$ cat src/rtl/fwd_ctrl.sv
// Forwarding / load-use hazard controller living in ID.
// Keeps a three-deep shadow of destination tags (EX, MEM, WB) and produces
// registered operand-mux selects for the instruction currently in EX.

package Mux3Type;
    // Operand source for the EX-stage operand muxes.
    typedef enum logic [1:0] {
        DEFAULT = 2'd0,  // register file
        LEFT    = 2'd1,  // EX/MEM result
        RIGHT   = 2'd2,  // MEM/WB result
        ZERO    = 2'd3   // constant zero
    } cmd_t;
endpackage

module fwd_ctrl #(
    parameter int unsigned REG_AW = 5,
    parameter int unsigned CNT_W  = 32
) (
    input  logic                clk,
    input  logic                rst_n,
    input  logic                id_valid,
    input  logic [REG_AW-1:0]   id_rs1,
    input  logic [REG_AW-1:0]   id_rs2,
    input  logic                id_rs1_used,
    input  logic                id_rs2_used,
    input  logic [REG_AW-1:0]   id_rd,
    input  logic                id_rd_we,
    input  logic                id_is_load,
    input  logic                hold_i,
    input  logic                flush_i,
    output logic                stall_o,
    output Mux3Type::cmd_t      ex_cmd_a,
    output Mux3Type::cmd_t      ex_cmd_b,
    output logic [CNT_W-1:0]    lu_stall_cnt
);

    // Shadow-pipeline entry describing an in-flight producer.
    typedef struct packed {
        logic              valid;
        logic [REG_AW-1:0] rd;
        logic              we;
        logic              is_load;
    } tag_t;

    localparam logic [0:0] StRun    = 1'b0;
    localparam logic [0:0] StBubble = 1'b1;

    localparam logic [CNT_W-1:0] CntOne = {{(CNT_W-1){1'b0}}, 1'b1};
    localparam logic [CNT_W-1:0] CntMax = {CNT_W{1'b1}};

    tag_t            ex_q,  ex_d;
    tag_t            mem_q, mem_d;
    tag_t            wb_q,  wb_d;
    logic [0:0]      state_q, state_d;
    Mux3Type::cmd_t  cmd_a_q, cmd_a_d;
    Mux3Type::cmd_t  cmd_b_q, cmd_b_d;
    logic [CNT_W-1:0] cnt_q, cnt_d;

    tag_t            id_tag;
    Mux3Type::cmd_t  calc_a;
    Mux3Type::cmd_t  calc_b;
    logic            rs1_ex_hit;
    logic            rs2_ex_hit;
    logic            rs1_mem_hit;
    logic            rs2_mem_hit;
    logic            load_use;
    logic            advance;
    logic            stall_take;

    // A producer feeds a consumer only if it really writes a non-zero register.
    function automatic logic tag_match(input tag_t t, input logic [REG_AW-1:0] rs);
        return t.valid & t.we & (t.rd == rs) & (rs != '0);
    endfunction

    // Per-operand select priority: zero, then youngest producer, then regfile.
    function automatic Mux3Type::cmd_t pick_cmd(input logic used,
                                                input logic [REG_AW-1:0] rs,
                                                input logic ex_hit,
                                                input logic mem_hit);
        Mux3Type::cmd_t c;
        if (!used || rs == '0) begin
            c = Mux3Type::ZERO;
        end else if (ex_hit) begin
            c = Mux3Type::LEFT;
        end else if (mem_hit) begin
            c = Mux3Type::RIGHT;
        end else begin
            // WB needs no path: the regfile writes through to the read port.
            c = Mux3Type::DEFAULT;
        end
        return c;
    endfunction

    assign id_tag = '{valid: 1'b1, rd: id_rd, we: id_rd_we, is_load: id_is_load};

    assign rs1_ex_hit  = tag_match(ex_q,  id_rs1);
    assign rs2_ex_hit  = tag_match(ex_q,  id_rs2);
    assign rs1_mem_hit = tag_match(mem_q, id_rs1);
    assign rs2_mem_hit = tag_match(mem_q, id_rs2);

    // Decode operand selects for the ID instruction against the current shadow tags.
    always_comb begin
        calc_a = pick_cmd(id_rs1_used, id_rs1, rs1_ex_hit, rs1_mem_hit);
        calc_b = pick_cmd(id_rs2_used, id_rs2, rs2_ex_hit, rs2_mem_hit);
    end

    // Load-use: the load result only exists from MEM onwards, so an EX hit must wait.
    assign load_use = ex_q.is_load &
                      ((id_rs1_used & rs1_ex_hit) | (id_rs2_used & rs2_ex_hit));

    // Stall reflects the hazard even under hold; a flush cancels it outright.
    always_comb begin
        stall_o = 1'b0;
        if (state_q == StRun && !flush_i) begin
            stall_o = id_valid & load_use;
        end
    end

    assign advance    = id_valid & ~stall_o & ~hold_i;
    assign stall_take = stall_o & ~hold_i;

    // Next-state for shadow tags, operand selects, FSM and stall counter.
    always_comb begin
        ex_d    = ex_q;
        mem_d   = mem_q;
        wb_d    = wb_q;
        cmd_a_d = cmd_a_q;
        cmd_b_d = cmd_b_q;
        state_d = state_q;
        cnt_d   = cnt_q;

        if (flush_i) begin
            // Flush kills the EX slot even when the rest of the pipe is frozen.
            ex_d    = '0;
            cmd_a_d = Mux3Type::ZERO;
            cmd_b_d = Mux3Type::ZERO;
            state_d = StRun;
            if (!hold_i) begin
                mem_d = ex_q;
                wb_d  = mem_q;
            end
        end else if (!hold_i) begin
            mem_d = ex_q;
            wb_d  = mem_q;
            if (advance) begin
                ex_d    = id_tag;
                cmd_a_d = calc_a;
                cmd_b_d = calc_b;
            end else begin
                // Either no instruction or a load-use bubble enters EX.
                ex_d    = '0;
                cmd_a_d = Mux3Type::ZERO;
                cmd_b_d = Mux3Type::ZERO;
            end
            if (stall_take) begin
                state_d = StBubble;
                if (cnt_q != CntMax) begin
                    cnt_d = cnt_q + CntOne;
                end
            end else begin
                state_d = StRun;
            end
        end
    end

    // State registers with asynchronous reset.
    always_ff @(posedge clk or negedge rst_n) begin
        if (!rst_n) begin
            ex_q    <= '0;
            mem_q   <= '0;
            wb_q    <= '0;
            cmd_a_q <= Mux3Type::ZERO;
            cmd_b_q <= Mux3Type::ZERO;
            state_q <= StRun;
            cnt_q   <= '0;
        end else begin
            ex_q    <= ex_d;
            mem_q   <= mem_d;
            wb_q    <= wb_d;
            cmd_a_q <= cmd_a_d;
            cmd_b_q <= cmd_b_d;
            state_q <= state_d;
            cnt_q   <= cnt_d;
        end
    end

    assign ex_cmd_a     = cmd_a_q;
    assign ex_cmd_b     = cmd_b_q;
    assign lu_stall_cnt = cnt_q;

    // WB tag is tracked for completeness; nothing forwards from it.
    logic unused_tags;
    assign unused_tags = ^{wb_q, mem_q.is_load};

endmodule

$ cat config.mk
export PLATFORM = sky130hd
export DESIGN_NAME = fwd_ctrl
export DESIGN_NICKNAME = d
export VERILOG_FILES = /design/src/rtl/fwd_ctrl.sv
export SDC_FILE = /design/constraint.sdc
export NUM_CORES = 1
export LEC_CHECK = 0
export BUFFER_PORTS_ARGS = -buffer_cell sky130_fd_sc_hd__clkbuf_2
export CORE_ASPECT_RATIO = 1.2
export CORE_MARGIN = 4
export CORE_UTILIZATION = 38
export DETAILED_ROUTE_END_ITERATION = 7
export PLACE_DENSITY = 0.7
export SKIP_LAST_GASP = 1
export SLEW_MARGIN = 25
export SYNTH_ARGS = -nofsm -noshare
export SYNTH_HDL_FRONTEND = slang
export SYNTH_SLANG_ARGS = --single-unit
$ cat constraint.sdc
create_clock -name clk -period 1.9 [get_ports clk]
set_input_delay 0.095 -clock clk [delete_from_list [all_inputs] [get_ports clk]]
set_output_delay 0.095 -clock clk [all_outputs]
set_load 0.02 [all_outputs]
**Word-level counts from Yosys, hierarchy flattened**

Cells that the tools add are included.

- Bitwise operators: 22
- $mul: 0
- Shift operators: 0
- Divide/modulo/power cells: 0
- Reduce and logical (&&, ||, !) cells: 11
- $lt $le $gt $ge: 0
- Equality and inequality tests: 6
- Mux-type cells: 19
- $add $sub $neg: 1

Operators with widths:

| operator | number |
|---|---|
| 32-bit by 1-bit adder with 32-bit output (second input constant) | 1 |
| 32-bit inequality test (second input constant) | 1 |
| 2-bit 2-to-1 mux | 12 |
| 8-bit 2-to-1 mux | 3 |
| 5-bit == test | 4 |
| 1-bit bitwise AND | 17 |
| 5-bit zero test | 2 |
| 5-bit nonzero test | 2 |
| 1-bit 2-to-1 mux | 4 |
| 1-bit NOT | 4 |
| 4-bit AND reduction | 1 |
| 1-bit zero test | 3 |
| 1-bit logical OR | 2 |
| 2-bit by 1-bit inequality test with 1-bit output (second input constant) | 1 |
| 1-bit logical AND | 1 |
| 1-bit bitwise OR | 1 |

- RAM bits: 0
- Word-level logic and storage cells: 70
- Latch bits: 0
- Register bits after elaboration: 52
- Memories kept: 0
- Input port bits: 24
- ROM bits: 0

**Logic depth before layout (Yosys ltp)**

Gate-level depths: netlist (run 1).

- Depth in word-level cells: 14
- Depth in mapped cells: 8
- Mapped depth without buffers: 7

**Worst setup path before layout (run 1)**

Ideal clock, no wire load.

- Path type: register to register
- Start point: register cnt_q[17], in the netlist lu_stall_cnt[17]
- End point: register cnt_q[1], in the netlist lu_stall_cnt[1]
- Path buffers: 1
- Setup slack: -0.104 ns
- Cell stages (with the launch flop): 7
- Required time: 1.772 ns
- Arrival: 1.877 ns
- Setup time: 0.128 ns
- Cells stage by stage: dfrtp_1 > nand4_1 > nor4_1 > nand4b_1 > o21ai_4 > buf_6 > mux2_1

- Longest elaborated chain between the ends: 2

Ends and longest elaborated chain:

| what | line | source |
|---|---|---|
| start, declared | 57 | `logic [CNT_W-1:0] cnt_q, cnt_d;` |
| start signal, assigned | 183 | `cnt_q <= cnt_d;` |
| 32-bit inequality test | 157 | `if (cnt_q != CntMax) begin` |
| 4-bit AND reduction (no source line) | n/a |  |

No other way between the ends.
A chain may end at the register's enable or synchronous reset.

**Worst setup path after layout (run 1)**

- Start point: register ex_q[5] (netlist name)
- End point: register cnt_q[20], in the netlist lu_stall_cnt[20]

- Longest elaborated chain between the ends: 10

Ends and longest elaborated chain:

| what | line | source |
|---|---|---|
| start, declared | 51 | `tag_t ex_q, ex_d;` |
| start signal, assigned | 169 | `ex_q <= '0;` |
| start signal, assigned | 177 | `ex_q <= ex_d;` |
| 5-bit == test | 72 | `return t.valid & t.we & (t.rd == rs) & (rs != '0);` |
| 1-bit bitwise AND (2 in series) | 72 |  |
| 1-bit bitwise AND | 109 | `((id_rs1_used & rs1_ex_hit) \| (id_rs2_used & rs2_ex_hit));` |
| 1-bit bitwise OR (*) | 109 |  |
| 1-bit bitwise AND (*) | 108 | `assign load_use = ex_q.is_load &` |
| 1-bit bitwise AND (*) | 115 | `stall_o = id_valid & load_use;` |
| 1-bit 2-to-1 mux (*) | 114 | `if (state_q == StRun && !flush_i) begin` |
| 1-bit bitwise AND (*) | 120 | `assign stall_take = stall_o & ~hold_i;` |
| 4-bit AND reduction (no source line) (*) | n/a |  |

Every way passes the cells marked *; elsewhere a longest branch is shown, timed or not.

==> impl_metrics.csv, run 1 <==
group,metric,value,unit
drt,drt_wl_total,6860,um
clock_tree,cts_tree,"done",
global_route,antenna_found_initial,0,
global_route,grt_pass1_vias,2428,
finish,finalNonFillerCells,440,
place,port_buffers,60,
drt,wire_per_inst,15.6,um
critical_path,crit_start,"ex_q[5]",
yosys,yosys_warnings,0,
finish,nNetsFinal,377,
timing,finalSetupViolations,22,
outcome,violations,"negative setup slack",
yosys,ys_ff_latch,52,
clock_tree,cts_buffer_depth,2,
job,max_cap_viol_count,0,
clock_tree,cts.htree.levels,2,
drt,vias_per_cell,5.14,
global_route,grt_max_degree,53,
clock_tree,insertion_delay,0.31,ns
clock_tree,numCtsBuffers,5,
timing,hold_viol_final,0,
yosys,synth_edf_count,0,
timing,clock.fmax,0.493,GHz
critical_path,endpoint,"lu_stall_cnt[20]",
power,p_int,1.51,mW
power,power_frac_seq,57.4,%
global_route,grt_first_pass_wirelength,11500,um
drt,antenna_left,0,
timing,hold_ws,0.00422,ns
finish,area_delta_synth_final,40.5,%
yosys,ys_async_sr_fraction,100,%
place,routabilityCongestion,0.845,
finish,layout-drive-gt1-share,48.4,%
yosys,yosysSeqAreaShare,49.0,%
yosys,synth.distinct_cells,37,
floorplan,ios,61,
timing,rsz0062_at_grt,"true",
place,dpl.hpwl,5130,um
critical_path,arrival,2.25,ns
finish,multi_input_area,0.00150,mm2
power,combPwrFrac,9.0,%
finish,diodes,0,
yosys,synth_fp_nets,263,
global_route,grt_usage,16.9,%
yosys,synthFlopType,"dfrtp_1",
outcome,status,"finished, violations left",
timing,max-slew-margin-rel,55.8,%
yosys,avgSynthCellArea,11.2,um2
critical_path,start_kind,"flop",
critical_path,r2r_cells,8,
global_route,gr-total-overflow,0,
timing,tns,-1.30,ns
critical_path,cp_max_fo,8,
critical_path,required,2.13,ns
finish,ff_latch_area,0.00132,mm2
critical_path,r2r-end,"lu_stall_cnt[20]",
power,peakVddDrop,0.000413,V
floorplan,die_y,99.7,um
critical_path,rr_startpoint,"ex_q[5]",
power,p_leak,1.90,nW
critical_path,r2r_slack,-0.13,ns
drt,first_pass_iters,4,
clock_tree,cts_root_buf,"clkbuf_8",
drt,vias,2262,
place,dpl_worst_slack,-0.145,ns
power,switching_share,24.3,%
floorplan,dieArea,0.00842,mm2
floorplan,start_util,39.1,%
floorplan,fp.coreArea,0.00681,mm2
timing,layout_setup_ws,-0.127,ns
finish,finish.utilization,55.0,%
yosys,netlist_instances,238,
clock_tree,cts.sinks,52,
drt,drt_iter0_drc,74,
finish,fillCellCount,599,
drt,drc,0,
critical_path,path_class,"flop to flop",
clock_tree,cts.clk_slew.worst_paths,0.10,ns
floorplan,die_w,84.5,um
timing,period_needed,2.03,ns
power,p_per_area,533,mW/mm2
power,pwr-share-clk,33.7,%
yosys,syn_area,0.00267,mm2
hold_path,hold_path_class,"input pin to flop",
timing,tightest_slew,0.663,ns
timing,period_share,107,%
timing,skew,0.00982,ns
timing,slew_violations,0,
critical_path,cp-end-kind,"flop",
floorplan,rows,33,
place,placedCellCount,430,
power,p_sw,0.484,mW
## cells by family after synthesis
group                      after synthesis  synth area share (%)
AOI/OAI and AO/OA                       17                  5.96
xor gates and xnor gates                51                  16.8
DFF                                     52                  49.0
muxes                                    8                  3.38
and+or+nand+nor                        101                  22.7
buffers and inverters                    8                  1.69
adders and majority gates                1                 0.469
## critical path: stages, from the launching register on
cell,delay [ns]
dfrtp_1,0.42
xnor2_1,0.18
nand4_1,0.20
nor4_4,0.36
buf_4,0.18
nor2_2,0.04
buf_6,0.17
nor4b_4,0.23
xor2_1,0.16
## placed cells by master, fill, tap and decap left out, types with 2 or more instances in the layout
cell,netlist,layout
clkbuf_2,0,59
buf_4,0,49
dfrtp_1,48,38
xor2_1,29,29
xnor2_1,22,22
nand2_1,16,16
nand3_1,15,14
nor2_1,18,14
nand4_1,10,10
dfrtp_2,0,10
nor3_1,13,8
nor4_4,2,7
a22o_1,7,7
mux2_2,7,7
nor4_2,3,6
clkbuf_8,0,6
nor3_4,0,4
nor2_2,1,4
inv_1,4,4
o32a_1,4,4
dfstp_2,4,4
o21ai_2,3,3
or4_1,2,2
nor4_1,10,2
## flip-flops by register name (all words and copies together) (netlist names)
signal / cells
lu_stall_cnt: 32
ex_q: 8
mem_q: 7
ex_cmd_a: 2
ex_cmd_b: 2
state_q: 1
## worst min path at each step
stage               slack (ns)  startpoint               end  cells after the start
floorplan                -0.20       rst_n           ex_q[0]                      0
global placement          0.25       rst_n  lu_stall_cnt[15]                      2
CTS                     0.0006    id_rd[1]           ex_q[3]                      2
finish                   0.004    id_rd[4]           ex_q[6]                      2
global route             0.001    id_rd[4]           ex_q[6]                      2
detailed placement        0.26       rst_n  lu_stall_cnt[15]                      2
## layout make-up
cell class	count	share of cell area (%)
clock inverters	1	0.200
multi-input cells	178	40.2
inverters	4	0.401
flip-flops and latches	52	35.2
repair buffers	111	18.8
well taps	87	2.91
clock buffers	7	2.31
## layer usage
layer  vias up  GRT usage [%]  part of all wire [%]
li1       1088              -                     -
met5         -              0                     0
met1      1109           21.0                    43
met2        57           29.8                    50
met4         0           4.14                   1.3
met3         8           3.98                   5.6
## metrics by stage
step	cell area, um2	total power [mW]
global placement	3450	1.34
floorplan	2690	1.24
detailed placement	3450	1.34
CTS	3680	2.01
finish	3740	1.99
global route	3740	2.07
## synthesized netlist by cell type (2+ instances only)
cell type	n	area (um2)
nor2_1	18	67.6
buf_6	2	22.5
nor4_4	2	42.5
inv_1	4	15.0
nand3_1	15	75.1
xor2_1	29	254
dfrtp_1	48	1200
a22o_1	7	61.3
nor4_2	3	37.5
o32a_1	4	40.0
nor4_1	10	62.6
xnor2_1	22	193
nand4_1	10	62.6
or4_1	2	15.0
nand2_1	16	60.1
nor3b_1	2	15.0
nor3_1	13	65.1
mux2_2	7	78.8
dfstp_2	4	105
o21ai_2	3	26.3
## power by group through the flow
| stage | clock network [mW] | registers, mW | logic [mW] |
|---|---|---|---|
| CTS | 0.690 | 1.14 | 0.180 |
| finish | 0.671 | 1.14 | 0.179 |
| global placement | 0 | 1.16 | 0.172 |
| floorplan | 0 | 1.17 | 0.0750 |
| global route | 0.726 | 1.15 | 0.196 |
| detailed placement | 0 | 1.17 | 0.176 |
## what timing repair did
item / CTS / global route
cloned: 0 / 0
buffers inserted: 0 / 1
resized for setup: 22 / 11
setup endpoints to repair: 23 / 39
hold endpoints to repair: 48 / 0
hold buffers: 1 / 0
pin swaps: 11 / 16
No activity file was read; power rests on OpenSTA's default activity.
==> run 2, diff against run 1 <==
Settings changed: RECOVER_POWER set to 25.
==> impl_metrics.csv, run 2 (synthesized netlist as in run 1, its figures left out) <==
group,metric,value,unit
floorplan,die_w,84.5,um
finish,final_common_cell,"clkbuf_2",
critical_path,cp_slowest_stage_delay,0.42,ns
global_route,grt.met2_usage,29.8,%
critical_path,r2r_slack,-0.12,ns
place,dpl_worst_slack,-0.145,ns
drt,drc,0,
critical_path,cp_max_fo,8,
floorplan,dieArea,0.00842,mm2
hold_path,hold_end,"ex_q[6]",
job,max_cap_viol_count,0,
hold_path,hold_path_class,"input pin to flop",
timing,period_share,106,%
drt,vias_per_cell,5.14,
finish,nNetsFinal,377,
timing,tightest_slew,1.29,ns
finish,postLayoutCellArea,0.00373,mm2
global_route,grt_pass1_vias,2428,
timing,layout_setup_ws,-0.118,ns
timing,finalSetupViolations,22,
timing,period_needed,2.02,ns
global_route,gr-usage-met3,3.98,%
clock_tree,cts_root_buf,"clkbuf_8",
clock_tree,insertion_delay,0.31,ns
critical_path,arrival,2.25,ns
clock_tree,cts.sinks,52,
hold_path,hold_depth,2,
finish,final_cell_mix,"clkbuf_2, buf_4, dfrtp_1",
global_route,use_met1,21.0,%
floorplan,die_y,99.7,um
critical_path,required,2.13,ns
drt,antenna_left,0,
finish,layout-drive-gt1-share,47.3,%
clock_tree,cts_buffer_depth,2,
critical_path,crit_path_cell_trace,"xnor2_1 > nand4_1 > nor4_4 > buf_4 > nor2_2 > buf_6 > nor4b_4 > xor2_1",
place,port_buffers,60,
critical_path,path_class,"flop to flop",
drt,wire_per_inst,15.6,um
power,p_per_area,534,mW/mm2
critical_path,start_kind,"flop",
floorplan,ios,61,
drt,vias,2260,
drt,drt_wl_total,6860,um
floorplan,start_util,39.1,%
timing,clock.fmax,0.495,GHz
timing,hold_viol_final,0,
clock_tree,cts.clk_slew.worst_paths,0.10,ns
drt,first_pass_iters,4,
critical_path,crit_start,"ex_q[5]",
timing,tns,-1.17,ns
floorplan,fp.coreArea,0.00681,mm2
finish,largest_reg_flops,32,
finish,area_delta_synth_final,40.1,%
clock_tree,cts_tree,"done",
drt,drt_iter0_drc,74,
place,placedCellCount,430,
critical_path,rr_startpoint,"ex_q[5]",
place,dpl_cell_area,0.00345,mm2
power,p_leak,1.88,nW
timing,rsz0062_at_grt,"true",
power,peakVddDrop,0.000414,V
global_route,grt_first_pass_wirelength,11500,um
critical_path,r2r_cells,8,
global_route,gr-total-overflow,0,
place,routabilityCongestion,0.845,
global_route,grt_busiest_layer,"met2",
global_route,grt_max_degree,53,
clock_tree,numCtsBuffers,5,
global_route,antenna_found_initial,0,
finish,diodes,0,
outcome,violations,"negative setup slack",
finish,finish.utilization,54.8,%
floorplan,rows,33,
timing,max-slew-margin-rel,13.8,%
outcome,status,"finished, violations left",
place,dpl.hpwl,5130,um
timing,skew,0.0100,ns
critical_path,r2r-end,"lu_stall_cnt[20]",
hold_path,worstHoldStart,"id_rd[4]",
clock_tree,cts.htree.levels,2,
critical_path,cp-end-kind,"flop",
critical_path,cpMaxStageDelayCell,"dfrtp_1",
finish,finalNonFillerCells,440,
timing,slew_violations,0,
global_route,grt_usage,16.9,%
[run 2: cell count changes in the layout (fill, tap and decap cells not counted), sizes merged]
cell,before,now
buf,51,46
clkbuf,66,71
[run 2: what timing repair did]
action / CTS / global route
cloned: 0 / 0
endpoints found under the setup margin: 23 / 39
buffers inserted: 0 / 1
hold endpoints to repair: 48 / 0
gates resized for setup: 22 / 11
hold buffers: 1 / 0
pin swaps: 11 / 16
[run 2: through the flow]
step                      total power, mW  hold slack (ns)
after floorplan                      1.24           -0.201
after global placement               1.34            0.247
after detailed placement             1.34            0.258
after CTS                            2.01         0.000624
after global routing                 2.07          0.00137
final                                1.99          0.00381
[run 2: worst max path at each step]
stage	end	slack, ns
floorplan	lu_stall_cnt[1]	0.008
global placement	lu_stall_cnt[10]	-0.02
detailed placement	lu_stall_cnt[16]	-0.15
CTS	lu_stall_cnt[10]	-0.13
global route	lu_stall_cnt[10]	-0.25
finish	lu_stall_cnt[20]	-0.12
[run 2: layout make-up]
type,instances,area (um2)
flip-flops and latches,52,1320
clock inverters,1,7.51
inverters,4,15.0
repair buffers,111,694
clock buffers,7,86.3
fillers,603,3080
multi-input cells,178,1500
well taps,87,109
[run 2: worst max-delay path, delay by kind of cell, from the launching register on]
kind          cells  cell delay (ns)
simple gates      4             0.83
flops             1             0.42
buf+inv           2             0.35
xor+xnor          2             0.34
[run 2: power breakdown]
group / switching, mW / internal, mW
Clock: 0.375 / 0.297
Sequential: 0.0172 / 1.13
Combinational: 0.0930 / 0.0846
[run 2: layer usage]
layer	vias up	wire, um
met3	8	389
li1	1087	-
met2	59	3460
met1	1106	2920
met4	0	87
met5	-	0
==> run 3, diff against run 2 <==
Settings changed: HOLD_SLACK_MARGIN set to 0.15, MAX_ROUTING_LAYER set to met4.
==> impl_metrics.csv, run 3 (synthesized netlist as in run 1, its figures left out) <==
group,metric,value,unit
outcome,status,"finished, violations left",
outcome,violations,"negative setup slack",
drt,antenna_left,0,
finish,postLayoutCellArea,0.00380,mm2
place,port_buffers,60,
critical_path,cp-end-kind,"flop",
floorplan,ios,61,
critical_path,required,2.13,ns
power,peakVddDrop,0.000414,V
finish,largest_reg_flops,32,
finish,final_cell_mix,"clkbuf_2, buf_4, dfrtp_1",
critical_path,r2r_cells,8,
floorplan,start_util,39.1,%
clock_tree,insertion_delay,0.31,ns
drt,vias,2289,
critical_path,r2r-end,"lu_stall_cnt[20]",
clock_tree,cts.clk_slew.worst_paths,0.10,ns
clock_tree,cts_root_buf,"clkbuf_8",
drt,drc,0,
timing,skew,0.00870,ns
drt,wire_per_inst,15.3,um
critical_path,crit_path_cell_trace,"xnor2_1 > nand4_1 > nor4_4 > buf_4 > nor2_2 > buf_6 > nor4b_4 > xor2_1",
place,routabilityCongestion,0.858,
global_route,antenna_found_initial,0,
timing,period_needed,2.03,ns
critical_path,endpoint,"lu_stall_cnt[20]",
timing,clock.fmax,0.494,GHz
floorplan,die_w,84.5,um
timing,max-slew-margin-rel,13.3,%
timing,period_share,107,%
timing,hold_viol_final,0,
clock_tree,cts.sinks,52,
global_route,grt_first_pass_wirelength,11600,um
clock_tree,cts.htree.levels,2,
place,dpl_cell_area,0.00345,mm2
place,dpl.hpwl,5130,um
floorplan,dieArea,0.00842,mm2
critical_path,crit_start,"ex_q[5]",
critical_path,start_kind,"flop",
global_route,grt_usage,17.5,%
timing,tightest_slew,1.30,ns
critical_path,cp.depth,8,
floorplan,fp.coreArea,0.00681,mm2
clock_tree,cts_tree,"done",
drt,vias_per_cell,5.12,
power,p_leak,1.91,nW
floorplan,die_y,99.7,um
finish,multi_input_area,0.00150,mm2
hold_path,hold_path_class,"input pin to flop",
finish,ff_latch_area,0.00132,mm2
finish,layout-drive-gt1-share,46.4,%
drt,first_pass_iters,4,
clock_tree,numCtsBuffers,5,
critical_path,arrival,2.25,ns
global_route,gr-total-overflow,0,
critical_path,path_class,"flop to flop",
finish,fillCellCount,597,
critical_path,worstPathBufferInverterCount,2,
drt,drt_wl_total,6840,um
finish,nNetsFinal,384,
finish,diodes,0,
global_route,grt_max_degree,53,
critical_path,r2r_slack,-0.13,ns
timing,rsz0062_at_grt,"true",
place,dpl_worst_slack,-0.145,ns
critical_path,cp_slowest_stage_delay,0.42,ns
floorplan,rows,33,
drt,drt_iter0_drc,67,
critical_path,path_delay_family,"simple AND/OR/NAND/NOR gates",
global_route,grt_pass1_vias,2450,
clock_tree,cts_buffer_depth,2,
critical_path,cpMaxStageDelayCell,"dfrtp_1",
finish,final_common_cell,"clkbuf_2",
timing,finalSetupViolations,22,
power,p_per_area,527,mW/mm2
timing,slew_violations,0,
critical_path,rr_startpoint,"ex_q[5]",
job,max_cap_viol_count,0,
timing,layout_setup_ws,-0.125,ns
finish,area_delta_synth_final,42.8,%
critical_path,cp_max_fo,8,
==> run 3: cell count changes in the layout (fill, tap and decap cells not counted), sizes merged <==
cell         previous run  this run
dlygate4sd3             1         8
==> run 3: worst min-delay path by stage <==
stage | from | endpoint | cells past startpoint | slack (ns)
global route | flush_i | ex_q[7] | 4 | 0.24
detailed placement | rst_n | lu_stall_cnt[15] | 2 | 0.26
finish | flush_i | ex_q[7] | 4 | 0.21
global placement | rst_n | lu_stall_cnt[15] | 2 | 0.25
CTS | flush_i | ex_q[7] | 4 | 0.19
floorplan | rst_n | ex_q[0] | 0 | -0.20
==> run 3: repair_timing <==
item / 4_1_cts / 5_1_grt
hold buffers: 8 / 0
pin swaps: 11 / 16
hold endpoints to repair: 55 / 0
setup endpoints to repair: 23 / 39
buffers inserted: 0 / 1
gates resized for setup: 22 / 11
==> run 3: metrics by stage <==
step / total power [mW] / TNS (ns) / instances / utilization [%] / hold WS [ns]
after floorplan: 1.24 / 0 / 238 / - / -0.201
after global placement: 1.34 / -0.0499 / 430 / 50.6 / 0.247
after detailed placement: 1.34 / -1.05 / 430 / 50.6 / 0.258
after CTS: 2.03 / -1.82 / 446 / 55.1 / 0.188
after global routing: 2.08 / -4.98 / 447 / 55.8 / 0.241
final: 2.01 / -1.23 / 447 / 55.8 / 0.206
==> run 3: area by class of cell <==
class	instances	area share, %
sequential	52	34.7
timing repair buffer	118	20.1
inverter	4	0.395
tap	87	2.86
clock buffer	7	2.27
multi-input combinational	178	39.5
clock inverter	1	0.197
==> run 3: layer usage <==
metal,vias up,track usage [%],wire (um),part of all wire [%]
met3,8,3.31,331,4.8
met1,1122,21.9,3010,44
met5,-,-,0,0
met2,58,29.6,3410,50
li1,1101,-,-,-
met4,0,4.14,82,1.2
==> run 3: power breakdown <==
part	switching, mW	internal (mW)
Sequential	0.0172	1.13
Clock	0.376	0.297
Combinational	0.0948	0.0939
Total	0.488	1.52
==> run 3: worst reg2reg max path: stages, from the launching register on <==
cell and delay [ns]:
dfrtp_1 0.42, xnor2_1 0.18, nand4_1 0.20, nor4_4 0.37, buf_4 0.18, nor2_2 0.04, buf_6 0.17, nor4b_4 0.23
xor2_1 0.16
